**src/rtl/spi_reg_bridge.sv**
```systemverilog
// SPI mode-0 slave that converts host frames into single-cycle register-file
// read/write strobes, with auto-incrementing burst addressing.
module spi_reg_bridge #(
    parameter int SYNC_STAGES = 2
) (
    input  logic       clock,
    input  logic       reset,
    input  logic       spi_sclk,
    input  logic       spi_cs_n,
    input  logic       spi_mosi,
    output logic       spi_miso,
    output logic [5:0] address,
    output logic       write_en,
    output logic [7:0] wr_data,
    output logic       read_en,
    input  logic [7:0] rd_data,
    output logic       busy,
    output logic       frame_err
);

    typedef enum logic [2:0] {
        WAIT_CS,
        IDLE,
        CMD,
        RD_ISSUE,
        RD_LOAD,
        DATA
    } state_t;

    logic [SYNC_STAGES-1:0] sclk_sync_q;
    logic [SYNC_STAGES-1:0] cs_sync_q;
    logic [SYNC_STAGES-1:0] mosi_sync_q;
    logic                   sclk_d1_q;
    logic                   cs_lvl_q;
    logic                   mosi_q;
    logic                   rise_q;
    logic                   fall_q;
    logic                   cs_rise_q;
    logic                   cs_fall_q;

    state_t     state_q;
    logic [2:0] bit_cnt_q;
    logic [6:0] rx_q;
    logic [7:0] tx_q;
    logic       rw_q;
    logic [5:0] address_q;
    logic       write_en_q;
    logic [7:0] wr_data_q;
    logic       read_en_q;
    logic       busy_q;
    logic       ferr_q;

    logic [7:0] rx_next;
    logic       active;
    logic       byte_done;

    // Synchronisers are left unreset so they keep tracking the real pins through reset.
    always_ff @(posedge clock) begin
        sclk_sync_q <= {sclk_sync_q[SYNC_STAGES-2:0], spi_sclk};
        cs_sync_q   <= {cs_sync_q[SYNC_STAGES-2:0], spi_cs_n};
        mosi_sync_q <= {mosi_sync_q[SYNC_STAGES-2:0], spi_mosi};
        sclk_d1_q   <= sclk_sync_q[SYNC_STAGES-1];
        cs_lvl_q    <= cs_sync_q[SYNC_STAGES-1];
        mosi_q      <= mosi_sync_q[SYNC_STAGES-1];
    end

    // Edge events are registered so they act one clock after detection.
    always_ff @(posedge clock) begin
        if (reset) begin
            rise_q    <= 1'b0;
            fall_q    <= 1'b0;
            cs_rise_q <= 1'b0;
            cs_fall_q <= 1'b0;
        end else begin
            rise_q    <= sclk_sync_q[SYNC_STAGES-1] & ~sclk_d1_q;
            fall_q    <= ~sclk_sync_q[SYNC_STAGES-1] & sclk_d1_q;
            cs_rise_q <= cs_sync_q[SYNC_STAGES-1] & ~cs_lvl_q;
            cs_fall_q <= ~cs_sync_q[SYNC_STAGES-1] & cs_lvl_q;
        end
    end

    assign rx_next   = {rx_q, mosi_q};
    assign active    = (state_q == CMD) || (state_q == RD_ISSUE) ||
                       (state_q == RD_LOAD) || (state_q == DATA);
    assign byte_done = rise_q && (bit_cnt_q == 3'd7) &&
                       ((state_q == CMD) || (state_q == DATA));

    always_ff @(posedge clock) begin
        if (reset) begin
            state_q    <= WAIT_CS;
            bit_cnt_q  <= 3'd0;
            tx_q       <= 8'd0;
            rw_q       <= 1'b0;
            address_q  <= 6'd0;
            write_en_q <= 1'b0;
            wr_data_q  <= 8'd0;
            read_en_q  <= 1'b0;
            busy_q     <= 1'b0;
            ferr_q     <= 1'b0;
        end else begin
            write_en_q <= 1'b0;
            read_en_q  <= 1'b0;
            ferr_q     <= 1'b0;
            busy_q     <= 1'b1;
            // Write strobe goes out with the old address; step it the cycle after.
            if (write_en_q) address_q <= address_q + 6'd1;
            if (active && rise_q) begin
                rx_q      <= rx_next[6:0];
                bit_cnt_q <= bit_cnt_q + 3'd1;
            end
            if (active && fall_q && (bit_cnt_q != 3'd0)) tx_q <= {tx_q[6:0], 1'b0};
            case (state_q)
                WAIT_CS: begin
                    if (cs_lvl_q) begin
                        state_q <= IDLE;
                        busy_q  <= 1'b0;
                    end
                end
                IDLE: begin
                    busy_q <= 1'b0;
                    if (cs_fall_q) begin
                        state_q   <= CMD;
                        busy_q    <= 1'b1;
                        bit_cnt_q <= 3'd0;
                        tx_q      <= 8'd0;
                    end
                end
                CMD: begin
                    if (byte_done) begin
                        rw_q      <= rx_next[7];
                        address_q <= rx_next[5:0];
                        if (rx_next[7]) begin
                            state_q <= DATA;
                        end else begin
                            state_q   <= RD_ISSUE;
                            read_en_q <= 1'b1;
                        end
                    end
                end
                RD_ISSUE: state_q <= RD_LOAD;
                RD_LOAD: begin
                    tx_q    <= rd_data;
                    state_q <= DATA;
                end
                DATA: begin
                    if (byte_done) begin
                        if (rw_q) begin
                            wr_data_q  <= rx_next;
                            write_en_q <= 1'b1;
                        end else begin
                            address_q <= address_q + 6'd1;
                            read_en_q <= 1'b1;
                            state_q   <= RD_ISSUE;
                        end
                    end
                end
                default: state_q <= WAIT_CS;
            endcase
            // A byte completing together with cs_n rising still gets its strobe.
            if (cs_rise_q && active) begin
                state_q <= IDLE;
                busy_q  <= 1'b0;
                ferr_q  <= (bit_cnt_q != 3'd0) && !byte_done;
            end
        end
    end

    assign spi_miso  = ~spi_cs_n & tx_q[7];
    assign address   = address_q;
    assign write_en  = write_en_q;
    assign wr_data   = wr_data_q;
    assign read_en   = read_en_q;
    assign busy      = busy_q;
    assign frame_err = ferr_q;

endmodule
```
**config.mk**
```make
export PLATFORM = sky130hd
export DESIGN_NAME = spi_reg_bridge
export DESIGN_NICKNAME = d
export VERILOG_FILES = /design/src/rtl/spi_reg_bridge.sv
export SDC_FILE = /design/constraint.sdc
export NUM_CORES = 1
export LEC_CHECK = 0
export BUFFER_PORTS_ARGS = -buffer_cell sky130_fd_sc_hd__buf_4
export CORE_MARGIN = 10
export CORE_UTILIZATION = 45
export CTS_CLUSTER_SIZE = 8
export DETAILED_ROUTE_END_ITERATION = 8
export PLACE_DENSITY = 0.77
export SLEW_MARGIN = 10
export SYNTH_ARGS = -nofsm -noshare
export SYNTH_HDL_FRONTEND = slang
export SYNTH_SLANG_ARGS = --single-unit
```
**constraint.sdc**
```tcl
create_clock -name clock -period 2.9 [get_ports clock]
set_input_delay 0.145 -clock clock [delete_from_list [all_inputs] [get_ports clock]]
set_output_delay 0.145 -clock clock [all_outputs]
set_load 0.01 [all_outputs]
```
-- Word-level counts from Yosys, hierarchy flattened
Index checks and enable logic that the tools add are counted.
- register bits: 53
- input port bits: 13
- output and inout bits: 19
- logic and storage cells: 104
- $add $sub $neg: 2
- equality and inequality tests: 16
- muxes and demuxes: 28
- bitwise logic cells: 14
- reductions and logical operators: 22
- operators by type and width (cell ; count):
    3-bit 2-to-1 mux ; 9
    6-bit 2-to-1 mux ; 4
    3-bit one-hot mux with 6 select lines ; 1
    8-bit 2-to-1 mux ; 2
    8-bit one-hot mux with 2 select lines ; 1
    6-bit one-hot mux with 2 select lines ; 1
    2-bit inequality test (second input constant) ; 5
    5-bit AND reduction ; 2
    3-bit equality test (second input constant) ; 3
    3-bit by 2-bit inequality test with 1-bit output (second input constant) ; 3
    1-bit NOT ; 9
    1-bit 2-to-1 mux ; 8
    1-bit logical AND ; 7
    6-bit by 1-bit adder with 6-bit output (second input constant) ; 1
    3-bit by 2-bit equality test with 1-bit output (second input constant) ; 2
    3-bit inequality test (second input constant) ; 2
    1-bit AND ; 5
    1-bit logical OR ; 4
    1-bit one-hot mux with 2 select lines ; 2
    2-bit AND reduction ; 2
    2-bit OR reduction ; 2
    3-bit by 1-bit adder with 3-bit output (second input constant) ; 1
    3-bit by 1-bit equality test with 1-bit output (second input constant) ; 1
    3-bit logical NOT ; 1
    other kinds (4) ; 4

-- Longest topological paths before layout
Gate-level depths: netlist of run 1.
- word-level depth: 9
- mapped depth: 8
- mapped depth without buffers: 7

-- Worst setup path before layout of run 1
Ideal clock, no wire load.
- path type: reg-to-reg
- start point: reg state_q[1]
- end point: reg tx_q[7]
- library setup time: 0.128 ns
- arrival time: 1.898 ns
- required time: 2.772 ns
- slack: 0.874 ns
- cell stages (with the launch flop): 9
- path buffers: 1
- clock period less this slack: 2.026 ns
- cell sequence: dfxtp_1 > clkbuf_1 > inv_1 > ha_1 > nand2_1 > a21oi_2 > mux2i_1 > a2bb2oi_1 > nor2_1
- word-level cells in the longest chain between the ends: 9
- elaborated cells between the ends (all ways): 13
- those cells by class: eq/ne (5); mux (3); reduce/logical (5)
- ends and longest elaborated chain (element ; RTL line ; RTL):
    start, declared ; 41 ; state_t state_q;
    start signal, assigned ; 90 ; state_q <= WAIT_CS;
    start signal, assigned ; 115 ; state_q <= IDLE;
    start signal, assigned ; 122 ; state_q <= CMD;
    3-bit by 2-bit equality test with 1-bit output ; 83 ; assign active = (state_q == CMD) || (state_q == RD_ISSUE) ||
    1-bit logical OR (2 in series) ; 83 ;
    1-bit logical OR ; 84 ; (state_q == RD_LOAD) || (state_q == DATA);
    1-bit logical AND (2 in series) ; 111 ; if (active && fall_q && (bit_cnt_q != 3'd0)) tx_q <= {tx_q[6:0], 1'b0};
    8-bit 2-to-1 mux ; 111 ;
    8-bit 2-to-1 mux ; 121 ; if (cs_fall_q) begin
    8-bit one-hot mux with 2 select lines (*) ; 112 ; case (state_q)
    end signal, assigned ; 111 ;
    end signal, assigned ; 142 ; tx_q <= rd_data;
    end, declared ; 44 ; logic [7:0] tx_q;
Mark *: on every way between the ends. The rest lies on a longest branch, timed or not.
A chain may end at the register's enable or synchronous reset.

-- Worst setup path after layout of run 1
- start point: reg state_q[1]
- end point: reg tx_q[5]
Same word-level chain as after synthesis.

==> run_results.csv, run 1 <==
group,metric,value,unit
status,status,"finished, final reports clean",
final_layout,stdcell_count,318,
drt,viasPerCell,5.22,
grt,grt_pass1_wl,7440,microns
logic_synthesis,seq_area_frac_synth,0.519,
cts,clockBufferDepth,2,
grt,grt_max_degree,35,
logic_synthesis,synth_seq_cells,53,
placement,gp_congestion,0.844,
final_layout,mostFrequentLayoutCells,"46 x dfxtp_1, 31 x buf_4, 27 x nor2_1",
placement,dp.cells,307,
hold_path,hold_path_end,"tx_q[2]$_SDFF_PP0_",
grt,grt_pass1_vias,1590,
placement,dp_hpwl,3210,microns
pwr,power_density,609,nW/um^2
cts,clockRootBuffer,"clkbuf_8",
drt,drt_first_pass_iters,4,
grt,grt_overflow,0,
grt,groute.usage.overall,0.117,
floorplanning,die-area,8030,sq um
cts,clock_latency,0.30,ns
floorplanning,die_h,89.6,microns
hold_path,hp-start,"rd_data[2]",
setup_path,rrSetupSlack,0.71,ns
cts,cts_tree,"built",
logic_synthesis,ys_types,47,
timing,setup_viol,0,
setup_path,critPathMaxFanout,15,
logic_synthesis,syn_inst,219,
hold_path,holdPathStages,3,
floorplanning,fp.coreArea,4720,sq um
final_layout,diodes,0,
timing,fin_tns_setup,0,ns
job,drv_cap,0,
cts,numCtsBuffers,5,
setup_path,required,3.08,ns
floorplanning,die_x,89.6,microns
pwr,worst_ir_drop_vdd,0.000336,V
setup_path,crit_type,"reg2reg",
logic_synthesis,synth_area_per_cell,9.95,sq um
setup_path,ff2ff_path_depth,7,
hold_path,hold_class,"in2reg",
floorplanning,ioPinCount,32,
timing,holdWs,0.0721,ns
setup_path,r2r-start,"state_q[1]$_SDFFE_PP0P_",
logic_synthesis,syn-num-nets,238,
timing,hold_viol_final,0,
logic_synthesis,syn-cell-area,2180,sq um
timing,finalCritPeriodShare,0.754,
final_layout,area_growth,18.4,%
grt,antenna_found_initial,0,
timing,period_needed,2.19,ns
setup_path,crit_path_end_kind,"flop",
setup_path,setup.worst_path.start_class,"flop",
timing,max_freq,457,MHz
pwr,p_leak,0.956,nW
drt,routed_wl,4400,microns
drt,vias,1660,
timing,rsz0062_at_grt,"no",
drt,routedWlPerCell,13.8,microns
final_layout,drive_gt1_frac,0.179,
floorplanning,rows,25,
cts,path_clk_slew,0.09,ns
final_layout,final_common_cell,"dfxtp_1",
cts,htreeDepth,2,
drt,ant_nets,0,
placement,io_buffers,31,
drt,drc,0,
final_layout,final_nets,269,
cts,cts_sinks,53,
timing,final_max_slew_viol_count,0,
setup_path,critical_path_arrival,2.37,ns
floorplanning,initial_core_util,0.461,
timing,skew,0.00239,ns
drt,drt_iter0_drc,148,
timing,relSlewSlack,0.539,
cts,post_cts_resized,0,
timing,max_slew.worst_pin.slew,0.691,ns
setup_path,rr_endpoint,"tx_q[5]$_SDFF_PP0_",
logic_synthesis,synth_warnings,0,
[critical path: stages (launching register included)]
cell and delay [ns]:
dfxtp_1 0.60, inv_1 0.11, ha_1 0.38, nand2_1 0.09, a21oi_2 0.40, mux2i_1 0.24, a2bb2oi_1 0.18, nor2_1 0.06
[flip-flops by register name, indices dropped and copies added (netlist names), 2 cells and up]
| signal | count |
|---|---|
| address | 6 |
| bit_cnt_q | 3 |
| cs_sync_q | 2 |
| mosi_sync_q | 2 |
| rx_q | 7 |
| sclk_sync_q | 2 |
| state_q | 3 |
| tx_q | 8 |
| wr_data | 8 |
[kinds of logic after synthesis]
logic type / after synthesis / share of synthesized area
AO/OA/AOI/OAI: 44 / 0.142
XOR/XNOR: 3 / 0.0121
adder cells (fa/ha/maj): 6 / 0.0344
buffers and inverters: 17 / 0.0379
flip-flops: 53 / 0.519
multiplexers: 17 / 0.0786
AND/OR/NAND/NOR: 79 / 0.176
[cell usage after synthesis (all sizes together)]
cell type / number / share of area
a2111oi: 2 / 0.0080
a211o: 1 / 0.0040
a21o: 1 / 0.0034
a21oi: 16 / 0.038
a2bb2oi: 7 / 0.028
a311oi: 1 / 0.0040
a31o: 1 / 0.0040
a31oi: 5 / 0.014
and2: 1 / 0.0029
and3b: 2 / 0.0080
buf: 5 / 0.017
clkbuf: 5 / 0.0086
dfxtp: 46 / 0.42
edfxtp: 7 / 0.096
ha: 6 / 0.034
inv: 7 / 0.012
mux2: 1 / 0.0052
mux2i: 16 / 0.073
nand2: 22 / 0.039
nand2b: 1 / 0.0029
nand3: 4 / 0.0092
nand3b: 1 / 0.0034
nand4: 1 / 0.0029
nand4b: 1 / 0.0040
nor2: 28 / 0.049
nor2b: 3 / 0.0086
nor3: 4 / 0.0092
nor3b: 4 / 0.014
o2111ai: 1 / 0.0040
o211ai: 1 / 0.0034
o21a: 1 / 0.0034
o21ai: 1 / 0.0023
o21bai: 1 / 0.0034
o221a: 1 / 0.0052
o221ai: 1 / 0.0040
o31ai: 1 / 0.0034
o32a: 1 / 0.0046
o32ai: 1 / 0.0040
or2: 2 / 0.0057
or3: 3 / 0.0086
or3b: 2 / 0.0080
xnor2: 3 / 0.012
[how the worst max path moves through the flow]
| stage | end | slack [ns] | cells after the start | start |
|---|---|---|---|---|
| final | tx_q[5]$_SDFF_PP0_ | 0.71 | 7 | state_q[1]$_SDFFE_PP0P_ |
| after floorplan | tx_q[7]$_SDFF_PP0_ | 0.87 | 8 | state_q[1]$_SDFFE_PP0P_ |
| after global placement | tx_q[6]$_SDFF_PP0_ | 0.83 | 7 | state_q[1]$_SDFFE_PP0P_ |
| after global routing | tx_q[5]$_SDFF_PP0_ | 0.48 | 7 | state_q[1]$_SDFFE_PP0P_ |
| after detailed placement | tx_q[5]$_SDFF_PP0_ | 0.75 | 7 | state_q[1]$_SDFFE_PP0P_ |
| after CTS | tx_q[5]$_SDFF_PP0_ | 0.73 | 7 | state_q[1]$_SDFFE_PP0P_ |
[where the power goes]
| group | internal, W | switching, W | total [W] | leakage (nW) |
|---|---|---|---|---|
| clock network | 0.000259 | 0.000232 | 0.000492 | 0.0554 |
| logic | 0.000115 | 0.000125 | 0.000241 | 0.462 |
| registers | 0.000788 | 0.0000513 | 0.000839 | 0.438 |
| total | 0.00116 | 0.000409 | 0.00157 | 0.956 |
[per-stage QoR]
step,total power [W],cell area [sq um],setup WS (ns),util
after global routing,0.00165,2580,0.482,0.546
final,0.00157,2580,0.713,0.546
after global placement,0.00108,2440,0.826,0.517
after detailed placement,0.00109,2440,0.752,0.517
after floorplan,0.00104,2180,0.874,-
after CTS,0.00158,2580,0.727,0.546
[repair_timing]
action,in CTS,in global routing
setup buffers,0,0
endpoints found under the hold margin,3,0
hold buffers,3,0
[layout make-up]
type,count,area (sq um)
multi-input combinational,149,966
tap,67,83.8
clock buffer,6,72.6
clock inverter,2,38.8
timing repair buffer,34,263
sequential,53,1130
fill,421,2140
inverter,7,26.3
[per-layer routing]
layer  track usage  part of all wire  vias to the layer above
met5             0                 0                        -
met4        0.0462             0.015                        0
met3        0.0370             0.076                        4
met2         0.189              0.46                       43
met1         0.141              0.45                      774
li1              -                 -                      839
Note: power is estimated with default switching activity, not from simulation.
==> run 2, diff against run 1 <==
Settings changed: PLACE_DENSITY 0.77 to 0.8.
Clock period 2.9 ns to 1.8 ns, I/O delays scaled along.
==> run_results.csv, run 2 (synthesized netlist as in run 1, its figures left out) <==
group,metric,value,unit
status,status,"finished, final reports clean",
drt,drc,0,
setup_path,rrSetupSlack,0.1,ns
drt,ant_nets,0,
floorplanning,rows,25,
cts,path_clk_slew,0.09,ns
timing,final_max_slew_viol_count,0,
drt,drt_first_pass_iters,4,
final_layout,seq_area,1130,sq um
hold_path,hp-start,"rd_data[4]",
drt,routed_wl,4620,microns
setup_path,crit_type,"reg2reg",
pwr,report.power.total,0.00256,W
final_layout,area_growth,24.9,%
final_layout,final_common_cell,"buf_4",
floorplanning,ioPinCount,32,
timing,max_freq,588,MHz
setup_path,setup.worst_path.start_class,"flop",
cts,numCtsBuffers,5,
cts,clock_latency,0.30,ns
final_layout,stdcell_count,333,
timing,rsz0062_at_grt,"no",
setup_path,critical_path_arrival,1.94,ns
placement,io_buffers,31,
setup_path,required,2.04,ns
final_layout,multi_input_area,1000,sq um
setup_path,critPathMaxFanout,5,
timing,fin_tns_setup,0,ns
cts,clockBufferDepth,2,
floorplanning,die-area,8030,sq um
grt,grt_pass1_wl,7730,microns
setup_path,crit_path_end_kind,"flop",
timing,finalCritPeriodShare,0.945,
setup_path,crit_start,"bit_cnt_q[1]$_SDFF_PP0_",
drt,viasPerCell,5.19,
job,drv_cap,0,
pwr,power_density,939,nW/um^2
drt,met2_length,2100,microns
timing,setup_slack,0.0994,ns
final_layout,fillCellCount,442,
timing,period_needed,1.70,ns
grt,grt_overflow,0,
grt,grt_pass1_vias,1661,
timing,hold_viol_final,0,
pwr,worst_ir_drop_vdd,0.000652,V
final_layout,drive_gt1_frac,0.256,
cts,cts_tree,"built",
final_layout,mostFrequentLayoutCells,"44 x buf_4, 43 x dfxtp_1, 26 x nor2_1",
placement,dp.cells,321,
pwr,p_leak,1.03,nW
placement,post-place-ws,0.0427,ns
drt,highest_layer,"met4",
cts,clockRootBuffer,"clkbuf_8",
final_layout,diodes,0,
hold_path,hold_class,"in2reg",
timing,relSlewSlack,0.647,
cts,cts_sinks,53,
setup_path,r2r-start,"bit_cnt_q[1]$_SDFF_PP0_",
grt,groute.usage.overall,0.125,
timing,skew,0.00500,ns
grt,grt_max_degree,35,
floorplanning,fp.coreArea,4720,sq um
placement,dp_hpwl,3290,microns
final_layout,final_util,0.576,
timing,max_slew.worst_pin.slew,0.517,ns
cts,htreeDepth,2,
floorplanning,initial_core_util,0.461,
floorplanning,die_h,89.6,microns
placement,gp_congestion,0.860,
drt,wirelength_met1,2160,microns
drt,drt_iter0_drc,128,
grt,antenna_found_initial,0,
floorplanning,die_x,89.6,microns
drt,vias,1729,
final_layout,final_nets,284,
drt,routedWlPerCell,13.9,microns
drt,wl_met3,306,microns
timing,setup_viol,0,
## run 2: metrics by stage
| stage | area, sq um | hold slack [ns] |
|---|---|---|
| after floorplan | 2200 | 0.118 |
| after global placement | 2550 | 0.195 |
| after detailed placement | 2550 | 0.196 |
| after CTS | 2680 | 0.000428 |
| after global routing | 2720 | 0.0146 |
| final | 2720 | 0.0190 |
## run 2: metal layers
layer | up-vias | global-route usage
met2 | 55 | 0.190
met1 | 798 | 0.153
met4 | 0 | 0.0592
met5 | - | 0
met3 | 7 | 0.0442
li1 | 869 | -
## run 2: where the power goes
group,internal [W],leakage (nW),total [W],switching (W)
Clock,0.000313,0.0445,0.000692,0.000379
Combinational,0.000279,0.546,0.000546,0.000266
Sequential,0.00127,0.440,0.00132,0.0000470
## run 2: critical path: stages, from the launching register on
cell and delay, ns:
dfxtp_2 0.34, ha_1 0.17, ha_1 0.19, and3b_1 0.21
buf_4 0.17, o2111ai_2 0.19, xnor2_1 0.16, nand2_1 0.08
a21oi_1 0.13
## run 2: what timing repair did
item | in CTS | in global routing
resized for setup | 0 | 10
hold buffers | 3 | 1
endpoints found under the setup margin | 0 | 21
setup buffers | 0 | 0
endpoints found under the hold margin | 3 | 1
## run 2: final cells by class
| cell class | instances | share of cell area |
|---|---|---|
| clock buffer | 7 | 0.0317 |
| clock inverter | 1 | 0.00276 |
| inverter | 7 | 0.00965 |
| multi-input combinational | 149 | 0.368 |
| sequential | 53 | 0.417 |
| tap | 67 | 0.0308 |
| timing repair buffer | 49 | 0.140 |
## run 2: final timing paths
| path | to | depth (start not counted) |
|---|---|---|
| min reg2reg | mosi_q$_DFF_P_ | 0 |
| max | address[4]$_SDFF_PP0_ | 8 |
| min | tx_q[4]$_SDFF_PP0_ | 3 |
| max reg2reg | address[4]$_SDFF_PP0_ | 8 |
==> run 3, diff against run 2 <==
Settings changed: ABC_AREA set to 1, PLACE_DENSITY 0.8 to 0.79.
==> run_results.csv, run 3 <==
group,metric,value,unit
setup_path,crit_top_cell,"ha_1",
logic_synthesis,syn_inst,287,
status,status,"finished, final reports clean",
floorplanning,ioPinCount,32,
logic_synthesis,synth_top_family_by_area,"simple AND/OR/NAND/NOR gates",
logic_synthesis,synth_compound_area_frac,0.163,
setup_path,rrSetupSlack,0.16,ns
cts,path_clk_slew,0.10,ns
placement,dp_hpwl,3580,microns
grt,grt_max_degree,24,
logic_synthesis,synth_edf_count,7,
final_layout,area_growth,21.0,%
setup_path,crit_type,"reg2reg",
logic_synthesis,synth_area_leaders,"dfxtp_1 40%, nand2_1 9.9%, edfxtp_1 9.1%, nor2_1 5.4%, inv_1 5.2%",
pwr,switchingPower,0.000786,W
floorplanning,rows,25,
setup_path,critical_path_arrival,1.83,ns
logic_synthesis,ys_types,29,
setup_path,setup.worst_path.start_class,"flop",
logic_synthesis,seq_area_frac_synth,0.491,
cts,cts_sinks,53,
pwr,combPwrFrac,0.202,
setup_path,required,1.99,ns
cts,clockRootBuffer,"clkbuf_8",
pwr,p_leak,1.22,nW
floorplanning,die-area,8390,sq um
timing,relSlewSlack,0.772,
drt,vias,1974,
hold_path,hold_class,"in2reg",
job,drv_cap,0,
cts,clockBufferDepth,2,
timing,period_needed,1.64,ns
cts,clock_latency,0.30,ns
setup_path,cpPeakStageDelay,0.34,ns
logic_synthesis,synth_warnings,0,
logic_synthesis,yosys.area.top_type,"dfxtp_1",
final_layout,fillCellCount,438,
grt,antenna_found_initial,0,
timing,fin_tns_setup,0,ns
logic_synthesis,syn-num-nets,306,
pwr,p_seq_frac,0.500,
drt,routedWlPerCell,12.4,microns
logic_synthesis,synth_xor_area_frac,0.0152,
setup_path,worst-path-buf-inv,2,
floorplanning,fp.coreArea,4850,sq um
setup_path,endpoint,"address[3]$_SDFF_PP0_",
pwr,report.power.total,0.00268,W
cts,cts_tree,"built",
drt,routed_wl,4920,microns
timing,finalCritPeriodShare,0.912,
cts,numCtsBuffers,5,
setup_path,critPathMaxFanout,7,
logic_synthesis,synth-simple-area-share,0.233,
drt,met2_length,2240,microns
logic_synthesis,synthMuxAreaShare,0,
pwr,p_int,0.00189,W
cts,htreeDepth,2,
drt,drt_iter0_drc,166,
timing,skew,0.00944,ns
grt,groute.usage.overall,0.118,
placement,post-place-ws,0.152,ns
timing,final_max_slew_viol_count,0,
setup_path,crit_chain,"ha_1, ha_1, nand2_1, inv_2, nand2_2, inv_1, o21ai_0, a21oi_1",
timing,rsz0062_at_grt,"no",
drt,highest_layer,"met4",
drt,wl_met3,243,microns
setup_path,crit_start,"bit_cnt_q[0]$_SDFF_PP0_",
floorplanning,initial_core_util,0.476,
floorplanning,die_h,91.6,microns
pwr,worst_ir_drop_vdd,0.000737,V
setup_path,r2r-start,"bit_cnt_q[0]$_SDFF_PP0_",
logic_synthesis,async_flop_share,0,
timing,holdWs,0.0396,ns
timing,hold_viol_final,0,
final_layout,final_nets,348,
setup_path,crit_path_end_kind,"flop",
final_layout,mostFrequentLayoutCells,"61 x nand2_1, 45 x dfxtp_1, 37 x buf_4",
placement,gp_congestion,0.886,
setup_path,crit_family,"adder cells",
setup_path,slowest_stage,"dfxtp_1",
setup_path,rr_endpoint,"address[3]$_SDFF_PP0_",
timing,max_slew.worst_pin.slew,0.342,ns
grt,grt_overflow,0,
drt,viasPerCell,4.97,
cts,cts_setup_buffers,0,
logic_synthesis,synth_seq_cells,53,
logic_synthesis,synth.top_cell.area_share,0.399,
drt,drc,0,
timing,setup_slack,0.159,ns
pwr,p_sw_frac,0.294,
placement,io_buffers,31,
grt,grt_pass1_vias,1885,
timing,setup_viol,0,
logic_synthesis,syn-cell-area,2310,sq um
timing,max_freq,609,MHz
floorplanning,die_x,91.6,microns
logic_synthesis,synth_common_cells,"61 x nand2_1, 46 x dfxtp_1, 33 x nor2_1",
setup_path,ff2ff_path_depth,8,
final_layout,drive_gt1_frac,0.179,
pwr,clockPowerShare,0.298,
logic_synthesis,ys.flop_type,"dfxtp_1",
final_layout,final_common_cell,"nand2_1",
pwr,power_density,960,nW/um^2
logic_synthesis,synth_area_per_cell,8.03,sq um
drt,ant_nets,0,
logic_synthesis,synth.most_common_cell,"nand2_1",
drt,drt_first_pass_iters,4,
final_layout,diodes,0,
logic_synthesis,yosys.area_share.adder,0.0326,
drt,wirelength_met1,2330,microns
setup_path,cp_num_cells,8,
grt,grt_pass1_wl,8420,microns
==> run 3: cell count changes after synthesis, sizes merged, moves of 7 or more <==
cell	delta
a2bb2oi	-7
a21oi	+8
nor2	+8
inv	+28
o21ai	+21
nand2	+42
o211ai	+10
nand3	+11
mux2i	-16
==> run 3: metal layers <==
metal | vias up | GRT usage
met2 | 47 | 0.194
met3 | 9 | 0.0280
met4 | 0 | 0.0457
met5 | - | 0
li1 | 1033 | -
met1 | 885 | 0.145
==> run 3: layout make-up <==
cell class	instances	area (sq um)	area share
Multi-Input combinational cell	194	1020	0.367
Clock inverter	2	38.8	0.0139
Timing Repair Buffer	40	308	0.110
Inverter	35	131	0.0471
Clock buffer	6	72.6	0.0260
Tap cell	67	83.8	0.0300
Sequential cell	53	1130	0.406
==> run 3: worst min-delay path by stage <==
stage / from / endpoint / slack [ns] / depth (start not counted)
final: rd_data[0] / tx_q[0]$_SDFF_PP0_ / 0.04 / 3
after global routing: rd_data[0] / tx_q[0]$_SDFF_PP0_ / 0.05 / 3
after CTS: rd_data[0] / tx_q[0]$_SDFF_PP0_ / 0.04 / 3
after detailed placement: spi_mosi / mosi_sync_q[0]$_DFF_P_ / 0.20 / 1
after global placement: spi_mosi / mosi_sync_q[0]$_DFF_P_ / 0.19 / 1
after floorplan: spi_cs_n / cs_sync_q[0]$_DFF_P_ / 0.12 / 0
==> run 3: tightest hold or removal path, stage by stage <==
cell and delay [ns]:
buf_4 0.10, nand2_1 0.05, a21oi_1 0.05
==> run 3: kinds of logic (layout without fill, tap and decap cells) <==
family | count (synthesis) | count (layout)
buffers and inverters | 40 | 83
XOR/XNOR | 4 | 4
adder cells (fa/ha/maj) | 6 | 6
AO/OA/AOI/OAI | 64 | 64
AND/OR/NAND/NOR | 120 | 120
flip-flops | 53 | 53
==> run 3: repair_timing <==
item                                   CTS  global route
hold buffers                             3             0
endpoints found under the hold margin    3             0
gates resized for setup                  0             2
setup endpoints to repair                0             8
==> run 3: stage by stage <==
stage                util  area (sq um)  std cells
floorplan               -          2310        287
global placement    0.546          2650        386
detailed placement  0.546          2650        386
CTS                 0.575          2790        397
global route        0.575          2790        397
finish              0.575          2790        397
==> run 3: power by group through the flow <==
| stage | combinational [W] | sequential (W) | clock (W) |
|---|---|---|---|
| floorplan | 0.000394 | 0.00135 | 0 |
| global placement | 0.000527 | 0.00136 | 0 |
| detailed placement | 0.000530 | 0.00136 | 0 |
| CTS | 0.000538 | 0.00134 | 0.000813 |
| global route | 0.000622 | 0.00135 | 0.000857 |
| finish | 0.000541 | 0.00134 | 0.000799 |
